## config.mk

```make
export PLATFORM = sky130hd
export DESIGN_NAME = serializador_sequencia
export DESIGN_NICKNAME = d
export VERILOG_FILES = /design/src/rtl/serial_pkg.sv /design/src/rtl/registrador_deslocamento.sv /design/src/rtl/serializador_sequencia.sv
export SDC_FILE = /design/constraint.sdc
export NUM_CORES = 1
export LEC_CHECK = 0
export CAP_MARGIN = 20
export CORE_MARGIN = 10
export CORE_UTILIZATION = 50
export DETAILED_ROUTE_END_ITERATION = 8
export HOLD_SLACK_MARGIN = 0.06
export PLACE_DENSITY_LB_ADDON = 0.1
export SLEW_MARGIN = 20
export SYNTH_ARGS = -nofsm -noshare
export SYNTH_HDL_FRONTEND = slang
export SYNTH_SLANG_ARGS = --single-unit
```

## constraint.sdc

```tcl
create_clock -name clock -period 2.85 [get_ports clock]
set_input_delay 0.4275 -clock clock [delete_from_list [all_inputs] [get_ports clock]]
set_output_delay 0.4275 -clock clock [all_outputs]
set_load 0.005 [all_outputs]
```

## src/rtl/serial_pkg.sv

```systemverilog
// Shared definitions for the sequence-detector serializer: state encoding,
// default idle level and the bit-counter width helper.
package serial_pkg;

  typedef enum logic {
    OCIOSO       = 1'b0,
    TRANSMITINDO = 1'b1
  } estado_t;

  localparam logic IDLE_LEVEL_DEFAULT = 1'b0;

  // Counter must hold every frame position 0..n-1 with headroom up to n.
  function automatic int largura_contador(input int n);
    return $clog2(n + 1);
  endfunction

endpackage

```

## src/rtl/registrador_deslocamento.sv

```systemverilog
// WIDTH-bit shift register feeding the serializer. On load it keeps the word
// already advanced by one position, because the first bit leaves directly from data_in.
module registrador_deslocamento #(
  parameter int WIDTH     = 8,
  parameter bit MSB_FIRST = 1'b1
) (
  input  logic             clock,
  input  logic             reset,
  input  logic             load,
  input  logic             shift,
  input  logic [WIDTH-1:0] data_in,
  output logic             serial_bit
);

  logic [WIDTH-1:0] shift_reg;

  always_ff @(posedge clock or negedge reset) begin
    if (!reset) begin
      shift_reg <= '0;
    end else if (load) begin
      if (MSB_FIRST) shift_reg <= {data_in[WIDTH-2:0], 1'b0};
      else           shift_reg <= {1'b0, data_in[WIDTH-1:1]};
    end else if (shift) begin
      if (MSB_FIRST) shift_reg <= {shift_reg[WIDTH-2:0], 1'b0};
      else           shift_reg <= {1'b0, shift_reg[WIDTH-1:1]};
    end
  end

  assign serial_bit = MSB_FIRST ? shift_reg[WIDTH-1] : shift_reg[0];

endmodule

```

## src/rtl/serializador_sequencia.sv

```systemverilog
// Parallel-to-serial front end for the 1110 detector, valid/ready load, no gap
// between back-to-back words. Define PARIDADE_EN to append an even-parity bit.
module serializador_sequencia
  import serial_pkg::*;
#(
  parameter int   WIDTH      = 8,
  parameter bit   MSB_FIRST  = 1'b1,
  parameter logic IDLE_LEVEL = IDLE_LEVEL_DEFAULT
) (
  input  logic             clock,
  input  logic             reset,
  input  logic [WIDTH-1:0] data_in,
  input  logic             load_valid,
  output logic             load_ready,
  output logic             x_out,
  output logic             bit_valid,
  output logic             busy,
  output logic             done
);

`ifdef PARIDADE_EN
  localparam int N = WIDTH + 1;
`else
  localparam int N = WIDTH;
`endif
  localparam int             CW     = largura_contador(N);
  localparam logic [CW-1:0] ULTIMO = CW'(N - 1);

  estado_t         state_reg;
  logic [CW-1:0]   counter_reg;
  logic            accept;
  logic            shift_en;
  logic            serial_bit;
  logic            first_bit;

  assign load_ready = (state_reg == OCIOSO) ||
                      ((state_reg == TRANSMITINDO) && (counter_reg == ULTIMO));
  assign accept     = load_valid && load_ready;
  assign shift_en   = (state_reg == TRANSMITINDO) && (counter_reg != ULTIMO);
  assign first_bit  = MSB_FIRST ? data_in[WIDTH-1] : data_in[0];

  registrador_deslocamento #(
    .WIDTH     (WIDTH),
    .MSB_FIRST (MSB_FIRST)
  ) u_registrador (
    .clock      (clock),
    .reset      (reset),
    .load       (accept),
    .shift      (shift_en),
    .data_in    (data_in),
    .serial_bit (serial_bit)
  );

`ifdef PARIDADE_EN
  localparam logic [CW-1:0] ULTIMO_DADO = CW'(WIDTH - 1);
  logic parity_reg;

  always_ff @(posedge clock or negedge reset) begin
    if (!reset)      parity_reg <= 1'b0;
    else if (accept) parity_reg <= ^data_in;
  end
`endif

  always_ff @(posedge clock or negedge reset) begin
    if (!reset) begin
      state_reg   <= OCIOSO;
      counter_reg <= '0;
      x_out       <= IDLE_LEVEL;
      bit_valid   <= 1'b0;
      busy        <= 1'b0;
      done        <= 1'b0;
    end else begin
      done <= 1'b0;
      case (state_reg)
        OCIOSO: begin
          if (accept) begin
            state_reg   <= TRANSMITINDO;
            counter_reg <= '0;
            x_out       <= first_bit;
            bit_valid   <= 1'b1;
            busy        <= 1'b1;
          end
        end
        TRANSMITINDO: begin
          if (counter_reg == ULTIMO) begin
            done <= 1'b1;
            if (accept) begin
              // Reload straight after the last bit so no idle bit is inserted.
              counter_reg <= '0;
              x_out       <= first_bit;
            end else begin
              state_reg   <= OCIOSO;
              counter_reg <= '0;
              x_out       <= IDLE_LEVEL;
              bit_valid   <= 1'b0;
              busy        <= 1'b0;
            end
          end else begin
            counter_reg <= counter_reg + CW'(1);
`ifdef PARIDADE_EN
            x_out <= (counter_reg == ULTIMO_DADO) ? parity_reg : serial_bit;
`else
            x_out <= serial_bit;
`endif
          end
        end
        default: begin
          state_reg   <= OCIOSO;
          counter_reg <= '0;
          x_out       <= IDLE_LEVEL;
          bit_valid   <= 1'b0;
          busy        <= 1'b0;
        end
      endcase
    end
  end

endmodule

```

==> impl_metrics.yaml <==
placement:
  post_dp_cell_area_um2: 882
  io_buffers: 15
  gp_congestion: 0.734
  post-dp-hpwl_um: 1010
sta:
  final-hold-violation-count: 0
  drv_slew: 0
  setup_tns_ns: 0
  period_share_pct: 78.3
  fin_crit_ns: 2.23
  relSlewSlack_pct: 56.4
  rsz0062_at_grt: "no"
  tightestPinTransition_ns: 0.651
  setup_violations: 0
  fin_skew_ns: 0.00310
  fmax_ghz: 0.448
clock_network:
  cts.sink_count: 15
  cts_resized: 0
  cts_hold_buf: 0
  cts_setup_buffers: 0
  cts_buffers: 3
  worstSkewPairLatency_ns: 0.28
  cts-root-buf: "clkbuf_4"
  cts_tree: "yes"
  clk_pin_slew_worst_paths_ns: 0.09
  htreeDepth: 1
  clk_path_buf_depth: 2
cells_and_area:
  antenna-diode-count: 0
  final_area_um2: 910
  final_nets: 90
  utilization_pct: 67.4
  syn2layout_area_growth_pct: 23.4
  drive_gt1_share_pct: 24.7
  largest_reg_flops: 7
synth:
  ys_warn_count: 0
  seq_area_frac_synth_pct: 50.9
  syn_area_per_cell_um2: 12.1
  synth.area.top_cells: "dfrtp_1 51%, mux2_4 12%, mux2_2 9.2%"
  netlist.area_leader.share_pct: 50.9
  synthCells: 61
  synth-main-ff-cell: "dfrtp_1"
  syn-cell-area_um2: 737
  synth_edf_count: 0
  ys_top_cells_by_count: "15 x dfrtp_1, 6 x mux2_2, 6 x mux2_4, 6 x nand2_1"
  ys_types: 21
  async_flop_share_pct: 100
  ys_ff_latch: 15
  synth_most_common_cell: "dfrtp_1"
  syn-num-nets: 73
  netlist.top_cell.by_area: "dfrtp_1"
pwr:
  seqPwrFrac_pct: 42.4
  power.internal_mw: 0.578
  peakVddDrop_v: 0.000570
  leakage_nw: 0.410
  power.share.combinational_pct: 44.0
  p_sw_mw: 0.283
  swShare_pct: 32.9
  power_per_cell_area_mw_per_mm2: 947
  pwr-share-clk_pct: 13.6
floorplan:
  initial_core_util_pct: 54.6
  die_h_um: 58.4
  io_pins: 16
  fp.dieArea_mm2: 0.00341
  die_w_um: 58.4
  core_area_mm2: 0.00135
  num_rows: 13
hold_path:
  worstHoldPathType: "flop to flop"
grt:
  grt_pass1_vias: 511
  antenna_found_initial: 0
  grt_overflow_total: 0
  grt_pass1_wl_um: 2380
  grt_use_total_pct: 8.61
  grt_max_degree: 16
worst_setup_path:
  cp-end-kind: "primary output"
  crit_required_ns: 2.42
  critPathKind: "flop to primary output"
  start_kind: "flop"
  crit_arrival_ns: 1.80
  path_cells: "ha_1 > a31oi_4 > inv_4 > clkdlybuf4s50_1"
  critPathBufInv: 2
  cpLargestDelayFamily: "buffers and inverters"
  worstPathMaxFanout: 9
  cp_slowest_stage_delay_ns: 0.46
  crit_path_top_delay_cell: "clkdlybuf4s50_1"
route:
  vias_per_cell: 5.29
  wl_per_cell_um: 14.5
  num_vias: 487
  antenna_left: 0
  drtIter0Drc: 7
  routed_wl_um: 1330
  drcViolationCount: 0
  first_pass_iters: 2
run:
  maxCapViolCount: 0
outcome:
  status: "complete, no violations"
-- worst reg2reg max path, stage by stage, from the launching register on --
cell     delay, ns
dfrtp_1       0.41
ha_1          0.28
a31oi_4       0.26
inv_4         0.11
mux2_4        0.31
-- layout make-up --
type,instances,area (um2)
Fill cell,96,440
Clock inverter,1,5.00
Inverter,4,17.5
Timing Repair Buffer,15,150
Tap cell,15,18.8
Clock buffer,3,22.5
Multi-Input combinational cell,39,320
Sequential cell,15,375
-- cells by family (layout without fill, tap and decap cells) --
kind of cell,Yosys count,in the layout,synth area share [%]
compound gates,11,11,10.7
fa+ha+maj,1,1,1.70
buf+inv,7,23,5.60
flops,15,15,50.9
mux,13,13,22.8
simple gates,14,14,8.32
-- final timing paths --
path	start	end	slack, ns	depth (start not counted)
max	counter_reg[0]	load_ready	0.62	4
min in group asynchronous	reset	u_registrador.shift_reg[6]	0.54	1
max in group asynchronous	reset	counter_reg[3]	1.89	1
min	u_registrador.shift_reg[4]	u_registrador.shift_reg[5]	0.51	1
max reg2reg	counter_reg[0]	u_registrador.shift_reg[2]	1.36	4
min reg2reg	u_registrador.shift_reg[4]	u_registrador.shift_reg[5]	0.51	1
-- power by group through the flow --
stage / combinational, mW / sequential, mW / clock (mW)
floorplan: 0.291 / 0.351 / 0
global placement: 0.375 / 0.365 / 0
detailed placement: 0.384 / 0.369 / 0
CTS: 0.386 / 0.366 / 0.124
global route: 0.417 / 0.378 / 0.134
finish: 0.379 / 0.365 / 0.117
-- metal layers --
| metal | wire length, um | vias to the layer above | share of wire [%] | GRT usage [%] |
|---|---|---|---|---|
| li1 | - | 242 | - | - |
| met1 | 647 | 230 | 49 | 10.8 |
| met2 | 568 | 13 | 43 | 12.4 |
| met3 | 105 | 2 | 7.9 | 4.08 |
| met4 | 12 | 0 | 0.90 | 3.02 |
| met5 | 0 | - | 0 | 0 |
-- cells in the final DEF, fill, tap and decap left out --
cell             netlist  routed
mux2_4                 6       6
nand3_1                1       1
o21ai_0                4       4
inv_1                  2       2
a22o_1                 1       1
ha_1                   1       1
clkinv_2               0       1
mux2_2                 6       6
nand2b_1               2       2
a21oi_1                4       4
nor2_1                 4       4
clkdlybuf4s50_1        0      15
or3_1                  1       1
clkbuf_4               0       3
o221ai_1               1       1
mux2i_1                1       1
inv_4                  1       1
dfrtp_1               15      15
a31oi_4                1       1
nand2_1                6       6
inv_2                  1       1
-- per-stage QoR --
stage,total power [mW],hold slack (ns),cells,setup slack (ns)
final,0.861,0.508,92,0.618
after global routing,0.929,0.529,92,0.509
after CTS,0.876,0.512,92,0.599
after detailed placement,0.754,0.478,88,0.900
after global placement,0.740,0.483,88,0.890
after floorplan,0.642,0.132,61,1.45
Note: power is estimated with default switching activity, not from simulation.
